[config.mk]
export PLATFORM = sky130hd
export DESIGN_NAME = hazard_stall_ctrl
export DESIGN_NICKNAME = d
export VERILOG_FILES = /design/src/rtl/hazard_stall_ctrl.sv
export SDC_FILE = /design/constraint.sdc
export NUM_CORES = 1
export LEC_CHECK = 0
export CORE_MARGIN = 2
export CORE_UTILIZATION = 45
export CTS_CLUSTER_SIZE = 25
export DETAILED_ROUTE_END_ITERATION = 12
export PLACE_DENSITY_LB_ADDON = 0.08
export SYNTH_ARGS = -nofsm -noshare
export SYNTH_HDL_FRONTEND = slang
export SYNTH_SLANG_ARGS = --single-unit
export TNS_END_PERCENT = 10
[constraint.sdc]
create_clock -name cpu_clk_50M -period 2.1 [get_ports cpu_clk_50M]
set_input_delay 0.42 -clock cpu_clk_50M [delete_from_list [all_inputs] [get_ports cpu_clk_50M]]
set_output_delay 0.42 -clock cpu_clk_50M [all_outputs]
set_load 0.005 [all_outputs]
[src/rtl/hazard_stall_ctrl.sv]
// Central stall/bubble/flush sequencer for the 5-stage pipe: load-use detection, HI/LO MDU
// scheduling and data-memory wait handling. Define STALL_PERF_CNT_EN for per-hazard stall counters.
module hazard_stall_ctrl #(
    parameter int MULT_CYCLES = 4,
    parameter int DIV_CYCLES  = 33,
    parameter int MEM_TIMEOUT = 255
) (
    input  logic        cpu_clk_50M,
    input  logic        rst,
    input  logic        id_rreg1,
    input  logic        id_rreg2,
    input  logic [4:0]  id_ra1,
    input  logic [4:0]  id_ra2,
    input  logic        exe_wreg,
    input  logic        exe_mreg,
    input  logic [4:0]  exe_wa,
    input  logic        id_mdu_start,
    input  logic        id_mdu_div,
    input  logic        id_hilo_rd,
    input  logic        mem_req,
    input  logic        mem_ack,
    input  logic        excp_flush,
    output logic        pc_stall,
    output logic        if_id_stall,
    output logic        id_exe_stall,
    output logic        id_exe_bubble,
    output logic        exe_mem_stall,
    output logic        mem_wb_bubble,
    output logic        flush,
    output logic        mdu_busy,
    output logic        mdu_done,
    output logic        mem_timeout
`ifdef STALL_PERF_CNT_EN
    ,
    output logic [31:0] lu_stall_cnt,
    output logic [31:0] mdu_stall_cnt,
    output logic [31:0] mem_stall_cnt
`endif
);

    localparam int MDU_MAX = (DIV_CYCLES > MULT_CYCLES) ? DIV_CYCLES : MULT_CYCLES;
    localparam int MDU_CW  = (MDU_MAX > 1) ? $clog2(MDU_MAX) : 1;
    localparam logic [MDU_CW-1:0] MULT_LOAD = MDU_CW'(MULT_CYCLES - 1);
    localparam logic [MDU_CW-1:0] DIV_LOAD  = MDU_CW'(DIV_CYCLES - 1);
    localparam logic [7:0]        WAIT_LAST = 8'(MEM_TIMEOUT - 1);

    typedef enum logic {
        MDU_RUN,
        MDU_BUSY
    } mdu_state_e;

    typedef enum logic [1:0] {
        MEM_IDLE,
        MEM_WAIT,
        MEM_ERR
    } mem_state_e;

    mdu_state_e        mdu_state_q, mdu_state_d;
    logic [MDU_CW-1:0] mdu_cnt_q, mdu_cnt_d;
    mem_state_e        mem_state_q, mem_state_d;
    logic [7:0]        wait_cnt_q, wait_cnt_d;

    logic       lu;
    logic       mdu_is_busy;
    logic       mdu_last;
    logic       mdu_haz;
    logic       mw;
    logic       mdu_issue;
    logic [7:0] wait_inc;

    // Hazard terms, before priority is applied.
    assign lu = exe_mreg && exe_wreg && (exe_wa != 5'd0)
             && ((id_rreg1 && (id_ra1 == exe_wa)) || (id_rreg2 && (id_ra2 == exe_wa)));
    assign mdu_is_busy = (mdu_state_q == MDU_BUSY);
    assign mdu_last    = (mdu_cnt_q == '0);
    assign mdu_haz     = mdu_is_busy && (id_hilo_rd || id_mdu_start);
    assign mw          = mem_req && !mem_ack && (mem_state_q != MEM_ERR);
    assign wait_inc    = wait_cnt_q + 8'd1;

    // A mult/div only leaves ID when nothing holds or flushes it; BUSY is handled by mdu_haz.
    assign mdu_issue = (mdu_state_q == MDU_RUN) && id_mdu_start && !excp_flush && !lu && !mw;

    always_comb begin
        // NOTE: every variable gets a default first so no path leaves it unassigned (no latch).
        mdu_state_d = mdu_state_q;
        mdu_cnt_d   = mdu_cnt_q;
        if (excp_flush) begin
            mdu_state_d = MDU_RUN;
            mdu_cnt_d   = '0;
        end else begin
            case (mdu_state_q)
                MDU_RUN: begin
                    if (mdu_issue) begin
                        mdu_state_d = MDU_BUSY;
                        mdu_cnt_d   = id_mdu_div ? DIV_LOAD : MULT_LOAD;
                    end
                end
                MDU_BUSY: begin
                    if (mdu_last) begin
                        mdu_state_d = MDU_RUN;
                    end else begin
                        mdu_cnt_d = mdu_cnt_q - 1'b1;
                    end
                end
                default: begin
                    mdu_state_d = MDU_RUN;
                    mdu_cnt_d   = '0;
                end
            endcase
        end
    end

    // The first stalled cycle is spent in IDLE, so WAIT gives up after MEM_TIMEOUT-1 more.
    always_comb begin
        mem_state_d = mem_state_q;
        wait_cnt_d  = wait_cnt_q;
        case (mem_state_q)
            MEM_IDLE: begin
                if (!excp_flush && mw) begin
                    mem_state_d = (MEM_TIMEOUT == 1) ? MEM_ERR : MEM_WAIT;
                    wait_cnt_d  = 8'd0;
                end
            end
            MEM_WAIT: begin
                if (excp_flush || !mw) begin
                    mem_state_d = MEM_IDLE;
                    wait_cnt_d  = 8'd0;
                end else if (wait_inc == WAIT_LAST) begin
                    mem_state_d = MEM_ERR;
                    wait_cnt_d  = wait_inc;
                end else begin
                    wait_cnt_d = wait_inc;
                end
            end
            MEM_ERR: begin
                mem_state_d = MEM_ERR;
            end
            default: begin
                mem_state_d = MEM_IDLE;
                wait_cnt_d  = 8'd0;
            end
        endcase
    end

    always_ff @(posedge cpu_clk_50M) begin
        // NOTE: non-blocking so every flop samples the pre-edge values of the others.
        if (rst) begin
            mdu_state_q <= MDU_RUN;
            mdu_cnt_q   <= '0;
            mem_state_q <= MEM_IDLE;
            wait_cnt_q  <= 8'd0;
        end else begin
            mdu_state_q <= mdu_state_d;
            mdu_cnt_q   <= mdu_cnt_d;
            mem_state_q <= mem_state_d;
            wait_cnt_q  <= wait_cnt_d;
        end
    end

    // Priority: flush > memory wait > (MDU hazard | load-use); everything is quiet under reset.
    always_comb begin
        pc_stall      = 1'b0;
        if_id_stall   = 1'b0;
        id_exe_stall  = 1'b0;
        id_exe_bubble = 1'b0;
        exe_mem_stall = 1'b0;
        mem_wb_bubble = 1'b0;
        flush         = 1'b0;
        mdu_busy      = 1'b0;
        mdu_done      = 1'b0;
        mem_timeout   = 1'b0;
        if (!rst) begin
            flush       = excp_flush;
            mdu_busy    = mdu_is_busy;
            mdu_done    = mdu_is_busy && mdu_last && !excp_flush;
            mem_timeout = (mem_state_q == MEM_ERR);
            if (!excp_flush) begin
                if (mw) begin
                    pc_stall      = 1'b1;
                    if_id_stall   = 1'b1;
                    id_exe_stall  = 1'b1;
                    exe_mem_stall = 1'b1;
                    mem_wb_bubble = 1'b1;
                end else if (lu || mdu_haz) begin
                    pc_stall      = 1'b1;
                    if_id_stall   = 1'b1;
                    id_exe_bubble = 1'b1;
                end
            end
        end
    end

`ifdef STALL_PERF_CNT_EN
    logic [31:0] lu_cnt_q, lu_cnt_d;
    logic [31:0] mdu_cnt_perf_q, mdu_cnt_perf_d;
    logic [31:0] mem_cnt_q, mem_cnt_d;
    logic        lu_ev, mdu_ev, mem_ev;

    // Lu and MDU hazards can stall the same cycle; each is credited.
    assign lu_ev  = !excp_flush && !mw && lu;
    assign mdu_ev = !excp_flush && !mw && mdu_haz;
    assign mem_ev = !excp_flush && mw;

    always_comb begin
        lu_cnt_d       = lu_cnt_q + 32'(lu_ev);
        mdu_cnt_perf_d = mdu_cnt_perf_q + 32'(mdu_ev);
        mem_cnt_d      = mem_cnt_q + 32'(mem_ev);
    end

    always_ff @(posedge cpu_clk_50M) begin
        if (rst) begin
            lu_cnt_q       <= 32'd0;
            mdu_cnt_perf_q <= 32'd0;
            mem_cnt_q      <= 32'd0;
        end else begin
            lu_cnt_q       <= lu_cnt_d;
            mdu_cnt_perf_q <= mdu_cnt_perf_d;
            mem_cnt_q      <= mem_cnt_d;
        end
    end

    assign lu_stall_cnt  = rst ? 32'd0 : lu_cnt_q;
    assign mdu_stall_cnt = rst ? 32'd0 : mdu_cnt_perf_q;
    assign mem_stall_cnt = rst ? 32'd0 : mem_cnt_q;
`endif

endmodule

Word-level counts from Yosys, hierarchy flattened
Cells that the tools add are included.
{"block": "totals", "register_bits": 17, "output_inout_bits": 10}
{"block": "classes", "addsub": 2, "n_eq_ne": 10, "n_mux": 28, "bitwise": 2, "n_reduce_logical": 30}
{"operator": "$pmux W8 S3", "count": 1}
{"operator": "$mux W6", "count": 3}
{"operator": "$mux W1", "count": 16}
{"operator": "$mux W8", "count": 2}
{"operator": "$logic_and A1 B1 Y1", "count": 15}
{"operator": "$pmux W6 S2", "count": 1}
{"operator": "$eq A5 B5 Y1", "count": 2}
{"operator": "$add A8 B1 Y8 const B", "count": 1}
{"operator": "$eq A8 B8 Y1 const B", "count": 1}
{"operator": "$ne A2 B2 Y1 const B", "count": 4}
{"operator": "$logic_not A6 Y1", "count": 1}
{"operator": "$mux W2", "count": 3}
{"operator": "$pmux W2 S3", "count": 1}
{"operator": "$reduce_and A2 Y1", "count": 3}
{"operator": "$sub A6 B1 Y6 const B", "count": 1}
{"operator": "$reduce_bool A5 Y1", "count": 1}
{"operator": "$logic_not A1 Y1", "count": 4}
{"operator": "$logic_or A1 B1 Y1", "count": 4}
{"operator": "$ne A3 B3 Y1 const B", "count": 1}
{"operator": "$eq A2 B1 Y1 const B", "count": 1}
{"operator": "$eq A2 B2 Y1 const B", "count": 1}
{"operator": "$logic_not A2 Y1", "count": 1}
{"operator": "$not A1 Y1", "count": 2}
{"operator": "$pmux W1 S2", "count": 1}
{"operator": "$reduce_or A2 Y1", "count": 1}

Logic depth before layout (Yosys ltp)
{"block": "depth", "depth_word": 9, "mapped_depth": 7, "ltp_nobuf": 7}

Worst setup path after synthesis
OpenSTA, ideal clock, no wires.
{"block": "synth_timing", "kind": "input -> output", "start": "input port exe_wa[0]", "end": "output port pc_stall", "t_arrival_ns": 1.474, "setup_slack_ns": 0.206, "stages": 5, "n_path_buf": 1, "cell_sequence": "or3_1 o311a_1 nand2_1 a31oi_1 buf_4"}
{"block": "synth_between", "elab_chain_len": 9}
{"element": "from (decl)", "line_no": "16", "text": "input logic [4:0] exe_wa,"}
{"element": "$eq A5 B5 Y1", "line_no": "73", "text": "&& ((id_rreg1 && (id_ra1 == exe_wa)) || (id_rreg2 && (id_ra2 == exe_wa)));"}
{"element": "$logic_and A1 B1 Y1", "line_no": "73"}
{"element": "$logic_or A1 B1 Y1", "line_no": "73"}
{"element": "$logic_and A1 B1 Y1 (*)", "line_no": "73"}
{"element": "$logic_or A1 B1 Y1 (*)", "line_no": "184", "text": "end else if (lu || mdu_haz) begin"}
{"element": "$mux W1 (*) (4 in series)"}
{"element": "to (decl)", "line_no": "23", "text": "output logic pc_stall,"}
Mark *: on every way between the ends. The rest lies on a longest branch, timed or not.

Final worst setup path
{"block": "layout_timing", "start": "input port exe_wa[4]", "end": "output port id_exe_bubble"}
{"block": "layout_between", "elab_chain_len": 9}
{"element": "$eq A5 B5 Y1", "line_no": "73"}
{"element": "$logic_and A1 B1 Y1", "line_no": "73"}
{"element": "$logic_or A1 B1 Y1", "line_no": "73"}
{"element": "$logic_and A1 B1 Y1 (*)", "line_no": "73"}
{"element": "$logic_or A1 B1 Y1 (*)", "line_no": "184"}
{"element": "$mux W1 (*)", "line_no": "184"}
{"element": "$mux W1 (*)", "line_no": "178", "text": "if (mw) begin"}
{"element": "$mux W1 (*)", "line_no": "177", "text": "if (!excp_flush) begin"}
{"element": "$mux W1 (*)", "line_no": "172", "text": "if (!rst) begin"}
{"element": "to (decl)", "line_no": "26", "text": "output logic id_exe_bubble,"}
Marks and branches as above.

==> results.toml <==
[run_status]
status = "finished, violations left"
violations = "negative setup slack"

[layout]
drive_above_1_share_pct = 29.55
fin_util_pct = 75.94
area_growth_pct = 58.00
design_area_sq_um = 1916
antenna-diode-count = 0
fin_nets = 251

[pwr]
p_clk_share_pct = 26.7
vdd_drop_max_mv = 0.4058
power_switching_uw = 200.8
p_sw_share_pct = 28.50
power_density_nw_per_um2 = 367.8
power.internal_uw = 503.8
power_uw = 704.6
pwr-share-comb_pct = 26.8
seq_power_share_pct = 46.5
leakage_nw = 0.8699

[yosys]
synthCells = 152
synth_area_sq_um = 1212
netlist_top_cells_area = "dfxtp_1 (28%), xnor2_1 (9.4%), nor2_1 (4.6%)"
async_flop_share_pct = 0
synthFlopType = "dfxtp_1"
ys_seq_area_share_pct = 28.07
yosysUniqueCellTypes = 46
synth_seq_cells = 17
syn-mean-instance-area_sq_um = 7.976
synth_edf_count = 0
synth_nets = 182
yosysWarnings = 0
synth_top_area_share_pct = 28.07
synth_area_leader_cell = "dfxtp_1"

[timing]
layout_setup_ws_ns = -0.1541
setup_viol = 3
period_share_pct = 107.3
rsz0062_at_grt = "true"
timing_worst_slew_pin_value_ns = 0.3963
slew_headroom_pct = 73.23
fmax_ghz = 0.4436
min_period_ns = 2.254
slew_viol_final = 0
final-hold-violation-count = 0
worst_clock_skew_ns = 0.007983

[clock_network]
cts.root.buffer_cell = "clkbuf_4"
clockBufferDepth = 2
clock-sinks = 17
path_clk_slew_ns = 0.11
postCtsHoldBufs = 0
htreeDepth = 1
numCtsBuffers = 3
cts_tree = "done"
clk-insertion-delay-late_ns = 0.31

[job]
maxCapViolations = 0

[floorplanning]
start_util_pct = 48.07
die_h_um = 55.91
rows = 18
die-area_sq_um = 3125
die_w_um = 55.91
core_sq_um = 2522
top_level_ports = 37

[worst_setup_path]
arrival_ns = 1.83
path_depth = 7
worst_r2r_path_depth = 8
critical_path.top_delay_family = "compound AO/OA/AOI/OAI gates"
r2r_start = "mdu_cnt_q[0]"
worstSetupStartpoint = "exe_wa[4]"
worst-path-buf-inv = 2
cp_max_fo = 3
crit_path_end = "id_exe_bubble"
crit_chain = "dlygate4sd2_1 -> xnor2_2 -> nand4_1 -> o22ai_2 -> nand2_2 -> a221oi_2 -> buf_2"
max_stage_delay_ns = 0.30
crit_type = "in2out"
reg2reg_slack_ns = 0.22
worst_setup_path_end_kind = "output pin"
worstReg2RegEnd = "mdu_cnt_q[1]"
cp.required_ns = 1.68
startpoint_type = "input pin"
worst_path_max_delay_cell = "dlygate4sd2_1"

[placement]
placed_cell_area_sq_um = 1757
post-place-ws_ns = -0.7232
dp_hpwl_mm = 2.729
portBuffers = 36
place.gp.congestion = 0.8838

[detailed_routing]
viasPerCell = 5.744
drc = 0
drtPass1Iterations = 4
wl_mm = 3.964
vias = 1436
antenna_left = 0
wl_per_cell_um = 15.86
first_iter_violations = 60

[global_routing]
antenna_found_initial = 0
grt_usage_pct = 25.69
grt_pass1_vias = 1369
grt-ovfl-total = 0
grt_pass1_wl_mm = 6.417
grt_max_degree = 11

[worst_hold_path]
hold_class = "reg2reg"
==> worst reg2reg max path, stage by stage, from the launching register on <==
cell,delay [ns]
dfxtp_1,0.32
inv_1,0.07
ha_1,0.17
nand2b_1,0.08
buf_4,0.15
o41a_1,0.37
or2_1,0.28
o21ai_2,0.14
mux2i_1,0.23
==> metrics by stage <==
stage / instances / hold slack (ns) / TNS [ns]
global route: 250 / 0.5702 / -0.3872
floorplan: 152 / 0.4471 / 0
finish: 250 / 0.5262 / -0.2796
CTS: 245 / 0.5230 / -0.5152
detailed placement: 236 / 0.4933 / -4.421
global placement: 236 / 0.4851 / -3.903
==> synth_stat cells (2+ instances only) <==
library cell / number
a21oi_1: 10
a221oi_1: 2
a2bb2oi_1: 2
a31o_2: 2
a31oi_1: 3
and3_1: 2
buf_4: 4
clkbuf_1: 3
dfxtp_1: 17
ha_1: 3
inv_1: 8
nand2_1: 12
nand2b_1: 2
nand3_1: 2
nand3b_1: 2
nand4_1: 3
nor2_1: 15
nor2b_1: 2
nor3_1: 2
o21ai_0: 7
o22ai_1: 3
or2_2: 2
or3_1: 6
or4_1: 4
xnor2_1: 13
==> state kept, by name, summed over array words and instances (netlist names) <==
signal and count:
wait_cnt_q 8, mdu_cnt_q 6, mem_state_q 2, mdu_is_busy 1
==> cells by family after synthesis <==
family	share of synthesized area, %
xor gates and xnor gates	10.11
muxes	0.8256
DFF	28.07
and+or+nand+nor	28.38
buffers and inverters	5.882
AOI/OAI and AO/OA	23.63
adders and majority gates	3.096
==> routing by layer <==
| layer | vias to the layer above | global-route usage, % | wire length (um) |
|---|---|---|---|
| met5 | - | 0 | 0 |
| met4 | 0 | 9.184 | 78 |
| met3 | 12 | 5.116 | 283 |
| met2 | 62 | 42.69 | 1814 |
| met1 | 670 | 33.05 | 1788 |
| li1 | 692 | - | - |
==> worst min-delay path by stage <==
stage,startpoint,end,slack (ns),depth (start not counted)
global placement,mem_state_q[0],mem_state_q[0],0.49,1
CTS,mem_state_q[0],mem_state_q[0],0.52,1
finish,wait_cnt_q[7],wait_cnt_q[7],0.53,2
floorplan,mdu_cnt_q[1],mdu_cnt_q[1],0.45,2
detailed placement,mem_state_q[0],mem_state_q[0],0.49,1
global route,wait_cnt_q[7],wait_cnt_q[7],0.57,2
==> final cells by class <==
cell class	count	area (sq um)
multi-input combinational	120	864.6
fill	204	606.8
tap	30	37.54
inverter	8	30.03
sequential	17	340.3
clock buffer	3	22.52
timing repair buffer	71	615.6
clock inverter	1	5.005
==> cell usage in the layout, fill, tap and decap left out, types with 2 or more instances in the layout <==
master,count
nor3_2,2
o22ai_1,2
nand3b_1,2
dfxtp_1,17
buf_2,4
a2bb2oi_1,2
or4_1,4
a31o_2,2
a21oi_1,10
buf_4,34
xnor2_2,2
dlygate4sd2_1,8
nand3_1,2
and3_1,2
ha_1,3
nand2b_1,2
nand2_1,10
a31oi_1,2
clkbuf_4,3
xnor2_1,11
inv_1,8
dlymetal6s2s_1,9
clkdlybuf4s50_1,13
nor2_1,14
nor2b_1,2
or3_1,6
nand4_1,3
a221oi_2,2
o21ai_0,7
==> power by group through the flow <==
| stage | clock, mW | combinational [mW] | sequential (mW) |
|---|---|---|---|
| 2_1_floorplan | 0 | 0.0691 | 0.334 |
| 3_3_place_gp | 0 | 0.164 | 0.335 |
| 3_5_place_dp | 0 | 0.168 | 0.335 |
| 4_1_cts | 0.197 | 0.177 | 0.328 |
| 5_1_grt | 0.202 | 0.202 | 0.329 |
| 6_report | 0.188 | 0.189 | 0.328 |
==> repair_timing <==
action | 4_1_cts | 5_1_grt
setup endpoints to repair | 9 | 7
pin swaps | 7 | 13
cloned | 0 | 0
setup buffers | 5 | 5
gates resized for setup | 40 | 13
Power figures use the tool's default switching activity.
==> edit: new RTL, same flow settings <==
Add a define of `STALL_PERF_CNT_EN`.
--- a/src/rtl/hazard_stall_ctrl.sv
+++ b/src/rtl/hazard_stall_ctrl.sv
@@ -1,5 +1,7 @@
 // Central stall/bubble/flush sequencer for the 5-stage pipe: load-use detection, HI/LO MDU
 // scheduling and data-memory wait handling. Define STALL_PERF_CNT_EN for per-hazard stall counters.
+`define STALL_PERF_CNT_EN
+
 module hazard_stall_ctrl #(
     parameter int MULT_CYCLES = 4,
     parameter int DIV_CYCLES  = 33,
Function (old outputs only; new: lu_stall_cnt, mdu_stall_cnt and mem_stall_cnt): kept (Yosys induction, for registers that start in step).
==> edit against the original RTL <==
  * The run still ends with negative setup slack left
  * Synthesized cell count grew to 4.9 times the old value
  * Power rose to 7.7 times the old value
  * Synthesized area grew to 5.0 times the old value
  * Design area grew to 4.9 times the old value
  * Maximum frequency is 6.8% lower
  * Combinational power is 59% higher
  * Worst setup slack worse by 0.16 ns
  * Count of clock-buffer cells in the layout is 22 higher
  * Clock skew up 0.00055 ns
  * Utilization fell by 5.0 points
  * Routed wire length grew to 4.0 times the old value
  * Largest cell class unchanged
  * First-iteration DRC count rose to 5.8 times the old value
  * Global-route usage shrank 4.5 points
  * Sequential cell count grew 96
==> edit: results (changes against the original RTL) <==
* Status: finished with violations (unchanged)
* Violated checks: negative setup slack (unchanged)
* Synth cell count leaders: dfxtp_1, nor2_1, nor2b_1 (was dfxtp_1, nor2_1, xnor2_1)
* Hold path start: rst (was wait_cnt_q[7])
* Largest cells by area after synthesis: dfxtp_1, nor2b_1, nor2_1 (was dfxtp_1, xnor2_1, nor2_1)
* Worst R2R Path Depth at 11 (was 8)
* Arrival @ worst endpoint at 2.76 ns (was 1.83 ns)
* Largest net degree at the start of global routing at 46 (was 11)
* Worst setup margin at -0.319 ns (was -0.154 ns)
* Clk root buf: clkbuf_16 (was clkbuf_4)
* Slew @ Worst Pin at 0.561 ns (was 0.396 ns)
* GP Congestion at 0.912 (was 0.884)
* Drt wl/cell at 13.7 um (was 15.9 um)
* R2R Setup Slk at -0.27 ns (was 0.22 ns)
* H-tree Lvls at 4 (was 1)
* Worst-Skew Late Latency at 0.41 ns (was 0.31 ns)
* Non-clock buffer share at 0.229 (was 0.321)
* Yosys reg bits at 113 (was 17)
* Hpwl dp at 10800 um (was 2730 um)
* M2 GR Usage at 0.374 (was 0.427)
* Peak VDD IR at 0.503 mV (was 0.406 mV)
* Hold path endpoint: mem_cnt_q[25] (was wait_cnt_q[7])
* Post-Synth Adder-Cell Area at 0.0188 (was 0.0310)
* WHS Path Cells at 3 (was 2)
* Clkbuf count at 25 (was 3)
* I/O Buffers at 132 (was 36)
* Inverters at 18 (was 8)
* Crit path max fanout at 4 (was 3)
* Endpoints failing setup at 48 (was 3)
* Crit path max-delay family: simple AND/OR/NAND/NOR gates (was compound AO/OA/AOI/OAI gates)
* Vias in the first global route at 5530 (was 1369)
* Clock skew at 0.00853 ns (was 0.00798 ns)
* Met1 global-route usage at 0.248 (was 0.330)
* Clk tree area frac at 0.0650 (was 0.0144)
* Postcts setup bufs at 12 (was 5)
==> edit: changes by cell type in the layout (fill, tap and decap cells not counted), sizes merged, moves of 16 or more <==
cell	delta
nor2	+90
nor2b	+95
dfxtp	+96
xnor2	+30
nor3	+16
nand4	+18
clkdlybuf4s50	+89
buf	+81
nand3	+39
nand2	+30
clkbuf	+21
xor2	+38
==> edit: how the worst max path moves through the flow <==
stage | slack, ns | depth (start not counted) | from | endpoint
2_1_floorplan | -0.54 | 13 | exe_wa[3] | lu_cnt_q[30]
3_3_place_gp | -1.10 | 14 | exe_wa[3] | lu_cnt_q[30]
3_5_place_dp | -1.24 | 14 | exe_wa[3] | lu_cnt_q[30]
4_1_cts | -0.31 | 14 | id_ra2[3] | lu_cnt_q[28]
5_1_grt | -0.44 | 15 | exe_wa[2] | lu_cnt_q[30]
6_report | -0.32 | 12 | mem_req | lu_cnt_q[28]
==> edit: power breakdown <==
| group | internal (mW) | switching (mW) | leakage [nW] |
|---|---|---|---|
| clock network | 2.01 | 0.950 | 0.299 |
| registers | 2.15 | 0.00472 | 0.911 |
| logic | 0.148 | 0.153 | 2.34 |
| total | 4.31 | 1.11 | 3.55 |
==> edit: through the flow <==
step / utilization / cell area [um2] / setup TNS (ns) / instances / worst slack (ns)
6_report: 0.710 / 9320 / -5.96 / 1142 / -0.319
2_1_floorplan: - / 6120 / -11.48 / 741 / -0.545
3_3_place_gp: 0.626 / 8220 / -60.53 / 1101 / -1.10
3_5_place_dp: 0.626 / 8220 / -66.21 / 1101 / -1.24
5_1_grt: 0.710 / 9320 / -11.46 / 1142 / -0.437
4_1_cts: 0.695 / 9130 / -7.25 / 1140 / -0.315
